--- src/rtl/ahb_fill_master.sv ---
// ahb_fill_master
//
// AHB-Lite master that writes a block of consecutive 32-bit words.
// A command (base address, word count, fill value, increment flag) is taken
// from the local port while idle. The block then issues pipelined SINGLE
// NONSEQ writes and pulses done once the last data phase has completed.
//
// Ports
//   HCLK, HRESET         clock, synchronous active-high reset
//   start                command strobe, honoured only in IDLE
//   base_addr            byte address of first word (bits [1:0] ignored)
//   word_count           number of words, 0 completes immediately
//   fill_data, data_inc  first data word; data_inc=1 adds the beat index
//   busy, done, err      status: in progress, one-cycle completion, sticky error
//   HADDR..HWDATA        AHB-Lite master outputs (all registered)
//   HREADY, HRESP        AHB-Lite transfer-done and response inputs
module ahb_fill_master #(
  parameter int CNT_W = 16
) (
  input  logic             HCLK,
  input  logic             HRESET,
  input  logic             start,
  input  logic [31:0]      base_addr,
  input  logic [CNT_W-1:0] word_count,
  input  logic [31:0]      fill_data,
  input  logic             data_inc,
  output logic             busy,
  output logic             done,
  output logic             err,
  output logic [31:0]      HADDR,
  output logic [1:0]       HTRANS,
  output logic             HWRITE,
  output logic [2:0]       HSIZE,
  output logic [2:0]       HBURST,
  output logic [3:0]       HPROT,
  output logic             HMASTLOCK,
  output logic [31:0]      HWDATA,
  input  logic             HREADY,
  input  logic             HRESP
);

  typedef enum logic [1:0] {
    S_IDLE,
    S_RUN,
    S_LAST,
    S_DONE
  } state_t;

  localparam logic [CNT_W-1:0] CNT_ONE = {{(CNT_W-1){1'b0}}, 1'b1};

  state_t           state_reg;
  logic [31:0]      haddr_reg;
  logic [31:0]      hwdata_reg;
  logic [31:0]      beat_data_reg;  // data for the beat whose address is on the bus
  logic [CNT_W-1:0] remain_reg;     // address phases not yet accepted
  logic             nonseq_reg;     // 1: HTRANS=NONSEQ and HWRITE=1
  logic             inc_reg;
  logic             dphase_reg;     // a data phase is in progress this cycle
  logic             busy_reg;
  logic             done_reg;
  logic             err_reg;

  assign HADDR     = haddr_reg;
  assign HTRANS    = nonseq_reg ? 2'b10 : 2'b00;
  assign HWRITE    = nonseq_reg;
  assign HWDATA    = hwdata_reg;
  assign HSIZE     = 3'b010;
  assign HBURST    = 3'b000;
  assign HPROT     = 4'b0011;
  assign HMASTLOCK = 1'b0;
  assign busy      = busy_reg;
  assign done      = done_reg;
  assign err       = err_reg;

  always_ff @(posedge HCLK) begin
    if (HRESET) begin
      state_reg     <= S_IDLE;
      haddr_reg     <= 32'd0;
      hwdata_reg    <= 32'd0;
      beat_data_reg <= 32'd0;
      remain_reg    <= '0;
      nonseq_reg    <= 1'b0;
      inc_reg       <= 1'b0;
      dphase_reg    <= 1'b0;
      busy_reg      <= 1'b0;
      done_reg      <= 1'b0;
      err_reg       <= 1'b0;
    end else begin
      done_reg <= 1'b0;

      // Any ERROR cycle of a data phase makes err stick until the next command.
      if (dphase_reg && HRESP) begin
        err_reg <= 1'b1;
      end

      case (state_reg)
        S_IDLE: begin
          if (start) begin
            err_reg <= 1'b0;
            if (word_count == '0) begin
              state_reg <= S_DONE;
              done_reg  <= 1'b1;
            end else begin
              state_reg     <= S_RUN;
              haddr_reg     <= {base_addr[31:2], 2'b00};
              remain_reg    <= word_count;
              beat_data_reg <= fill_data;
              inc_reg       <= data_inc;
              nonseq_reg    <= 1'b1;
              dphase_reg    <= 1'b0;
              busy_reg      <= 1'b1;
            end
          end
        end

        S_RUN: begin
          if (HREADY) begin
            if (nonseq_reg) begin
              // Address phase accepted: its data phase starts next cycle.
              haddr_reg     <= haddr_reg + 32'd4;
              hwdata_reg    <= beat_data_reg;
              beat_data_reg <= beat_data_reg + {31'd0, inc_reg};
              remain_reg    <= remain_reg - CNT_ONE;
              dphase_reg    <= 1'b1;
              if (remain_reg == CNT_ONE) begin
                state_reg  <= S_LAST;
                nonseq_reg <= 1'b0;
              end
            end else begin
              // Second cycle of an ERROR response: the IDLE slot completes,
              // the dropped address is re-issued unchanged.
              nonseq_reg <= 1'b1;
              dphase_reg <= 1'b0;
            end
          end else if (HRESP && dphase_reg && nonseq_reg) begin
            // First ERROR cycle: withdraw the pending address phase.
            nonseq_reg <= 1'b0;
          end
        end

        S_LAST: begin
          if (HREADY) begin
            state_reg  <= S_DONE;
            done_reg   <= 1'b1;
            busy_reg   <= 1'b0;
            dphase_reg <= 1'b0;
          end
        end

        S_DONE: begin
          state_reg <= S_IDLE;
        end

        default: begin
          state_reg <= S_IDLE;
        end
      endcase
    end
  end

endmodule

--- config.mk ---
export PLATFORM = sky130hd
export DESIGN_NAME = ahb_fill_master
export DESIGN_NICKNAME = d
export VERILOG_FILES = /design/src/rtl/ahb_fill_master.sv
export SDC_FILE = /design/constraint.sdc
export NUM_CORES = 1
export LEC_CHECK = 0
export ABC_AREA = 1
export ABC_CLOCK_PERIOD_IN_PS = 2500
export CAP_MARGIN = 10
export CORE_MARGIN = 2
export CORE_UTILIZATION = 52
export CTS_CLUSTER_DIAMETER = 80
export DETAILED_ROUTE_END_ITERATION = 10
export PLACE_DENSITY = 0.83
export SLEW_MARGIN = 10
export SYNTH_ARGS = -nofsm -noshare
export SYNTH_HDL_FRONTEND = slang
export SYNTH_SLANG_ARGS = --single-unit
--- constraint.sdc ---
create_clock -name HCLK -period 2.5 [get_ports HCLK]
set_clock_uncertainty 0.05 [all_clocks]
set_input_delay 0.5 -clock HCLK [delete_from_list [all_inputs] [get_ports HCLK]]
set_output_delay 0.5 -clock HCLK [all_outputs]
set_load 0.01 [all_outputs]
Yosys cells after proc, flatten, opt, wreduce, memory -nomap -nowiden

Cells that the tools add are included.

Bitwise operators: 1
Reduce and logical (&&, ||, !) cells: 14
Multiplexer cells: 44
Add/sub/neg operators: 3
Equal/unequal tests: 11

Operators by type and width:

| operator                                           | number |
|---|---|
| 2-to-1 mux 32 bit                                  | 8 |
| one-hot mux 32 bit (2 select lines)                | 2 |
| 2-to-1 mux 16 bit                                  | 4 |
| adder 32 x 1 -> 32 bit                             | 1 |
| adder 32 x 3 -> 32 bit, second input constant      | 1 |
| one-hot mux 16 bit (2 select lines)                | 1 |
| 2-to-1 mux 1 bit                                   | 17 |
| == test 16 x 1 -> 1 bit, second input constant     | 1 |
| logical NOT 16 bit                                 | 1 |
| subtractor 16 x 1 -> 16 bit, second input constant | 1 |
| AND reduction 5 bit                                | 3 |
| 2-to-1 mux 2 bit                                   | 7 |
| != test 2 bit, second input constant               | 6 |
| one-hot mux 2 bit (4 select lines)                 | 1 |
| AND reduction 4 bit                                | 2 |
| one-hot mux 1 bit (2 select lines)                 | 3 |
| AND reduction 3 bit                                | 2 |
| == test 2 bit, second input constant               | 2 |
| nonzero test 2 bit                                 | 2 |
| != test 3 bit, second input constant               | 1 |
| one-hot mux 1 bit (3 select lines)                 | 1 |
| nonzero test 3 bit                                 | 1 |
| == test 2 x 1 -> 1 bit, second input constant      | 1 |
| logical AND 1 bit                                  | 2 |
| other kinds (2)                                    | 2 |

Logic and storage cells: 84
Bits in registers: 120
Output and inout bits: 81
Input bits: 86

Longest topological paths before layout

Gate-level depths: netlist of run 1.

Depth in word-level cells: 5
Gate-level depth with buffers: 14
Depth with buffers taken out: 13

Worst setup path after synthesis of run 1

OpenSTA, ideal clock, no wires.

Kind: register -> register
Start: register beat_data_reg[0]
End: register beat_data_reg[12]
Stages on the path, launching flop included: 12
Arrival time: 1.616 ns
Required time: 2.333 ns
Path slack: 0.717 ns
Period minus slack after synthesis: 1.783 ns
Path buffers: 0
Library setup time: 0.117 ns
Cells stage by stage: dfxtp_1 ha_1 ha_1 nand2_1 nor2_1 nand2_1 inv_1 nand3b_1 nand2_1 nand2_1 o21ai_0 nor2_1

Longest elaborated chain between the ends: 4

RTL lines:

| what                                | line | text |
|---|---|---|
| start: declaration                  | 54   | `logic [31:0] beat_data_reg;` |
| start signal: assignment            | 107  | `beat_data_reg <= fill_data;` |
| start signal: assignment            | 122  | `beat_data_reg <= beat_data_reg + {31'd0, inc_reg};` |
| adder 32 x 1 -> 32 bit              | 122  |  |
| 2-to-1 mux 32 bit                   | 118  | `if (nonseq_reg) begin` |
| 2-to-1 mux 32 bit                   | 117  | `if (HREADY) begin` |
| one-hot mux 32 bit (2 select lines) | 96   | `case (state_reg)` |

Every way passes these cells. The select of a mux whose other input is x is not followed.
A chain may end at the register's enable or synchronous reset.

Worst setup path in the final report of run 1

Start: register beat_data_reg[0]
End: register beat_data_reg[14]

Same word-level chain as after synthesis.

==> results of run 1 <==
## cell usage after synthesis, drive strengths merged
| cell type | number | area, sq um |
|---|---|---|
| o21bai | 3 | 22.5 |
| o21ai | 88 | 440 |
| a31oi | 4 | 25.0 |
| nand2 | 433 | 1630 |
| conb | 2 | 7.51 |
| inv | 124 | 465 |
| a211oi | 1 | 7.51 |
| xor2 | 1 | 8.76 |
| or2 | 12 | 75.1 |
| clkinv | 1 | 3.75 |
| clkbuf | 31 | 118 |
| nand3b | 5 | 37.5 |
| o211ai | 1 | 7.51 |
| a21oi | 103 | 515 |
| nor3 | 1 | 5.00 |
| dfxtp | 118 | 2360 |
| ha | 8 | 100 |
| nand3 | 99 | 518 |
| buf | 38 | 277 |
| o22ai | 1 | 6.26 |
| xnor2 | 1 | 8.76 |
| nand4 | 11 | 68.8 |
| nor2 | 246 | 931 |
## final timing paths
check,cells past startpoint,from,slack (ns),end
worst max-delay path,12,beat_data_reg[0]$_SDFFE_PP0P_,0.38,beat_data_reg[14]$_SDFFE_PP0P_
worst min-delay path,2,HWDATA[8]$_SDFFE_PP0P_,0.39,HWDATA[8]$_SDFFE_PP0P_
worst max register to register,12,beat_data_reg[0]$_SDFFE_PP0P_,0.38,beat_data_reg[14]$_SDFFE_PP0P_
worst min register to register,2,HWDATA[8]$_SDFFE_PP0P_,0.39,HWDATA[8]$_SDFFE_PP0P_
## cell families after synthesis
family                   Yosys count  synth area share
buffers and inverters            194             0.113
AND/OR/NAND/NOR                  807             0.427
XOR/XNOR                           2           0.00229
AO/OA/AOI/OAI                    201             0.134
adder cells (fa/ha/maj)            8            0.0131
other                              2          0.000983
flip-flops                       118             0.309
## power groups by stage
| stage | clock, uW | combinational (uW) | sequential [uW] |
|---|---|---|---|
| after global routing | 2360 | 6560 | 3490 |
| after CTS | 2270 | 5770 | 3350 |
| after detailed placement | 0 | 5720 | 3380 |
| after floorplan | 0 | 4100 | 3250 |
| after global placement | 0 | 5600 | 3370 |
| final | 2260 | 5780 | 3380 |
## per-layer routing
layer / wire [um] / part of all wire / vias up
met5: 0 / 0 / -
met4: 820 / 0.036 / 0
met3: 1310 / 0.058 / 63
met2: 10700 / 0.48 / 304
met1: 9690 / 0.43 / 3838
li1: - / - / 4436
## per-stage QoR
stage                util  hold WS, ns  cells  setup slack, ns
finish              0.676        0.390   1657            0.384
global route        0.676        0.408   1657            0.185
CTS                 0.676        0.393   1657            0.391
detailed placement  0.638        0.385   1625            0.102
global placement    0.638        0.381   1625            0.135
floorplan               -        0.377   1344            0.717
## layout make-up
cell class              instances  area (sq um)
fillers                      1361          4680
multi-input cells            1032          4480
flip-flops and latches        118          2360
repair buffers                166          1670
inverters                     125           469
clock buffers                  19           433
well taps                     184           230
clock inverters                13           110
## worst register-to-register path, delay by kind of cell, from the launching register on
family | cells | cell delay (ns)
buf+inv | 2 | 0.34
fa+ha+maj | 2 | 0.48
flops | 1 | 0.36
compound gates | 1 | 0.14
simple gates | 7 | 0.65
## cells in the final DEF (no fill, tap or decap), types with 2 or more instances in the layout
master             n
clkinv_4           2
a31oi_1            4
nand3_2            3
clkbuf_1           2
nand3_1           95
o21ai_0           88
or2_2             11
buf_12             4
inv_1            120
nand4_1           11
nor2_1           245
clkinvlp_4         5
a21oi_1          103
clkdlybuf4s50_1  149
ha_1               7
conb_1            14
dfxtp_1          118
nand3b_1           5
nand2_1          432
clkinv_2           5
buf_4             12
inv_2              4
o21bai_1           3
clkbuf_16         17
==> summary.md, run 1 <==
| Metric | Value |
|---|---|
| Initial antenna violation count | `0` |
| Clock tree buffer depth | `2` |
| Buf+Inv Stages, Crit Path | `2` |
| WP data required | `2.76 ns` |
| H-tree Lvls | `4` |
| DR iter-0 viols | `735` |
| P&R area growth vs syn | `27.6%` |
| Final Setup Violations | `0` |
| Post-DP HPWL | `16.2 mm` |
| Slowest cell delay on critical path | `0.36 ns` |
| CP startpoint kind | `flop` |
| Starting Density | `0.530` |
| Num CTS Buffers | `17` |
| Via density | `5.21` |
| Tcrit/Tclk final | `0.846` |
| Min-Delay Path Class | `flop to flop` |
| Leak | `0.00374 uW` |
| Clk pwr share | `0.198` |
| Die ar. | `0.0157 sq mm` |
| Seq/Total Area, Yosys | `0.309` |
| Logic pwr share | `0.506` |
| Placed cell area | `0.00920 sq mm` |
| CP Class | `flop to flop` |
| Drt pass-1 iters | `5` |
| Vias in the first global route | `7,959` |
| Clk root buf | `clkbuf_16` |
| Per-instance average area after synthesis | `5.73 sq um` |
| CP max stage cell | `dfxtp_1` |
| Reg power frac | `0.296` |
| CP max FO | `6` |
| Post-route cell area | `0.00975 sq mm` |
| GRT met3 Usage | `0.0488` |
| Ys Warns | `0` |
| Core ar. | `0.0144 sq mm` |
| Yosys cell types | `33` |
| Slew HR | `0.546` |
| CTS Hold Bufs | `0` |
| Fraction of layout cells with a size suffix above 1 | `0.0468` |
| Sink Count | `118` |
| WL final | `22.5 mm` |
| Maximum vdd drop | `0.854 mV` |
| DRC viols | `0` |
| Design Power | `11,400 uW` |
| Flops & latches, synth | `118` |
| Synth Instances | `1,332` |
| Critical Path AT | `2.37 ns` |
| Final net count | `1,554` |
| Via count | `8,641` |
| Final critical-path required period | `2.12 ns` |
| First-pass GRT wire length | `37.3 mm` |
| Met2 Use GR | `0.490` |
| Critical path's most frequent cell | `nand2_1` |
| Fmax | `473 MHz` |
| I/O pins | `167` |
| Clock slew at reported path FFs | `0.05 ns` |
| Switching pwr | `5260 uW` |
| Ant diodes | `0` |
| Unrepaired setup endpoints after global routing | `no` |
| Final setup TNS | `0 ns` |
| Gr busiest metal | `met2` |
| Status | `completed` |
| Sw frac | `0.461` |
| Critical path capture point type | `flop` |
| Post-CTS sizing | `0` |
| Clk_lat worst skew | `0.42 ns` |
| Max_cap viols | `0` |
| Final hold vios | `0` |
| Total gr overflow | `0` |
| Synth Cell Area | `0.00764 sq mm` |
| Final GP Congestion | `0.940` |
| Met1 Usage GRT | `0.355` |
| Total track usage | `0.287` |
| CTS tree | `done` |
| PD cells | `1170 mW/mm^2` |
| Die Span Y | `125 um` |
| Largest net degree at the start of global routing | `118` |
| Wirelength per Cell | `13.6 um` |
| Port bufs | `150` |
| Crit-path cells | `ha_1 > ha_1 > nand2_1 > nor2_1 > buf_4 > nand2_1 > inv_1 > nand3_1 > o22ai_1 > nand2_1 > nand2_1 > nor2_1` |
| Post-CTS Setup Repair Bufs | `0` |
| # rows | `44` |
| Least-Margin Pin Slew | `0.681 ns` |
| Int Power | `6150 uW` |
| Final Max Tran Viols | `0` |
| Antenna Nets Post-Route | `0` |
| Die Wd | `125 um` |
| Cell family with most CP delay | `simple AND/OR/NAND/NOR gates` |
No activity file was read; power rests on OpenSTA's default activity.
==> inputs of run 2 (changes only) <==
--- a/config.mk
+++ b/config.mk
@@ -6,13 +6,13 @@
 export NUM_CORES = 1
 export LEC_CHECK = 0
 export ABC_AREA = 1
-export ABC_CLOCK_PERIOD_IN_PS = 2500
+export ABC_CLOCK_PERIOD_IN_PS = 1700
 export CAP_MARGIN = 10
 export CORE_MARGIN = 2
-export CORE_UTILIZATION = 52
+export CORE_UTILIZATION = 47
 export CTS_CLUSTER_DIAMETER = 80
 export DETAILED_ROUTE_END_ITERATION = 10
-export PLACE_DENSITY = 0.83
+export PLACE_DENSITY = 0.79
 export SLEW_MARGIN = 10
 export SYNTH_ARGS = -nofsm -noshare
 export SYNTH_HDL_FRONTEND = slang
==> constraint.sdc (replaced) <==
create_clock -name HCLK -period 1.7 [get_ports HCLK]
set_clock_uncertainty 0.05 [all_clocks]
set_input_delay 0.34 -clock HCLK [delete_from_list [all_inputs] [get_ports HCLK]]
set_output_delay 0.34 -clock HCLK [all_outputs]
set_load 0.01 [all_outputs]
==> run 2 against run 1 <==
Against the previous run:
- the run now ends with negative setup slack left
- register-to-register slack got worse by 0.53 ns
- hold slack lost 0.018 ns
- count of clock-buffer cells in the layout grew 1
- global-route usage increased by 1.5 points
- die area up 10%
- flip-flop and latch count is the same
- final cell count rose by 8.4%
- critical path type unchanged
- sequential share of layout area shrank 4.0 points
- final area rose by 21%
- combinational power increased to 2.5 times the previous value
- non-clock buffer count increased by 107
- power is 110% higher
==> summary.md, run 2 (same netlist as run 1, synthesis figures left out) <==
| Metric | Value |
|---|---|
| Final GP Congestion | `0.970` |
| Initial antenna violation count | `0` |
| Leading cell type in the layout, fill and taps excluded | `nand2_1` |
| DR iter-0 viols | `837` |
| Clk_lat worst skew | `0.43 ns` |
| WP data required | `1.96 ns` |
| Clk root buf | `clkbuf_16` |
| Final Util | `0.745` |
| Post-DP HPWL | `17.8 mm` |
| Starting Density | `0.481` |
| Largest net degree at the start of global routing | `65` |
| Die ar. | `0.0173 sq mm` |
| Unrepaired setup endpoints after global routing | `yes` |
| P&R area growth vs syn | `54.8%` |
| Clock tree buffer depth | `2` |
| Total track usage | `0.303` |
| CP max FO | `4` |
| Status | `complete, but fails checks` |
| Drt pass-1 iters | `5` |
| Tcrit/Tclk final | `1.08` |
| PD cells | `1990 mW/mm^2` |
| Die Wd | `131 um` |
| I/O pins | `167` |
| DRC viols | `0` |
| Hold_ws | `0.372 ns` |
| Wirelength per Cell | `16.3 um` |
| Clock slew at reported path FFs | `0.06 ns` |
| Port bufs | `150` |
| Design Power | `23,600 uW` |
| H-tree Lvls | `4` |
| Worst setup margin | `-0.143 ns` |
| Finished Layout Cells | `1,796` |
| Leak | `0.00512 uW` |
| First-pass GRT wire length | `42.8 mm` |
| Most frequent cells in the layout | `400 x nand2_1, 199 x nor2_1, 113 x inv_1` |
| Via density | `5.40` |
| Failing checks | `negative setup slack` |
| Max_cap viols | `0` |
| Fraction of layout cells with a size suffix above 1 | `0.215` |
| Critical Path AT | `2.10 ns` |
| Vias in the first global route | `8,833` |
| Final Max Tran Viols | `0` |
| Hold Crit Depth | `3` |
| Die Span Y | `131 um` |
| CTS tree | `done` |
| Fill cells | `1,257` |
| Final critical-path required period | `1.84 ns` |
| Register-to-Register Path Depth | `9` |
| Num CTS Buffers | `17` |
| Via count | `9,694` |
| # rows | `46` |
| Ant diodes | `0` |
| CP Class | `flop to flop` |
| CTS Hold Bufs | `0` |
| CP startpoint kind | `flop` |
| Fmax | `543 MHz` |
| Critical path capture point type | `flop` |
| Core ar. | `0.0159 sq mm` |
| Sink Count | `118` |
| Final hold vios | `0` |
| Min-Delay Path Class | `input port to flop` |
| Final Setup Violations | `78` |
| Final net count | `1,661` |
| Total gr overflow | `0` |
| Antenna Nets Post-Route | `0` |
| Maximum vdd drop | `1.12 mV` |
| Placed cells | `1,737` |
| WL final | `29.2 mm` |
run 2: cell count changes in the layout (fill, tap and decap cells not counted), moves of 23 or more:
cell             delta
dlygate4sd2_1      +36
nor2_1             -46
buf_4              +79
o21ai_0            -33
clkdlybuf4s50_1    -57
nor2_2             +25
dfxtp_1            -23
nand2_1            -32
nand2_2            +28
run 2: final cells by class:
class                   instances  area [sq um]  area share
inverters                     125           508      0.0429
clock buffers                  20           467      0.0395
flip-flops and latches        118          2400       0.203
repair buffers                273          2920       0.247
clock inverters                12           199      0.0168
multi-input cells            1032          5070       0.429
well taps                     216           270      0.0228
run 2: worst max-delay path, stage by stage, from the launching register on:
cell and delay (ns):
dfxtp_1 0.36, buf_4 0.15, inv_1 0.05, nor2_2 0.23
inv_1 0.12, buf_4 0.15, o21ai_0 0.27, nand2_1 0.12
o21ai_1 0.15, a21oi_1 0.06
run 2: final timing paths:
kind	startpoint	end	slack [ns]
hold reg to reg	HWDATA[23]$_SDFFE_PP0P_	HWDATA[23]$_SDFFE_PP0P_	0.39
setup reg to reg	HADDR[2]$_SDFFE_PP0P_	HADDR[5]$_SDFFE_PP0P_	-0.14
setup / recovery	HADDR[2]$_SDFFE_PP0P_	HADDR[5]$_SDFFE_PP0P_	-0.14
hold / removal	HRESET	beat_data_reg[31]$_SDFFE_PP0P_	0.37
run 2: per-layer routing:
metal / vias up / global-route usage / part of all wire
met1: 4415 / 0.368 / 0.39
li1: 4654 / - / -
met2: 515 / 0.520 / 0.48
met5: - / 0 / 0
met4: 0 / 0.132 / 0.048
met3: 110 / 0.0579 / 0.080
run 2: metrics by stage:
| step | area (sq um) | setup TNS, ns | setup slack, ns |
|---|---|---|---|
| global placement | 9930 | -23.82 | -0.362 |
| finish | 11800 | -5.97 | -0.143 |
| floorplan | 7690 | -0.0104 | -0.0104 |
| global route | 11800 | -11.15 | -0.195 |
| detailed placement | 9930 | -26.76 | -0.402 |
| CTS | 11000 | -4.83 | -0.136 |
run 2: timing repair:
action                                  CTS  global route
pin swaps                                 8            24
gates cloned                              8             9
endpoints found under the setup margin  117           132
setup buffers                             6             5
resized for setup                       116           193
run 2: report_power, final:
group | switching (uW) | internal, uW | leakage, uW
clock | 1410 | 2710 | 0.000314
combinational | 7990 | 6520 | 0.00383
sequential | 1160 | 3770 | 0.000975
total | 10600 | 13000 | 0.00512
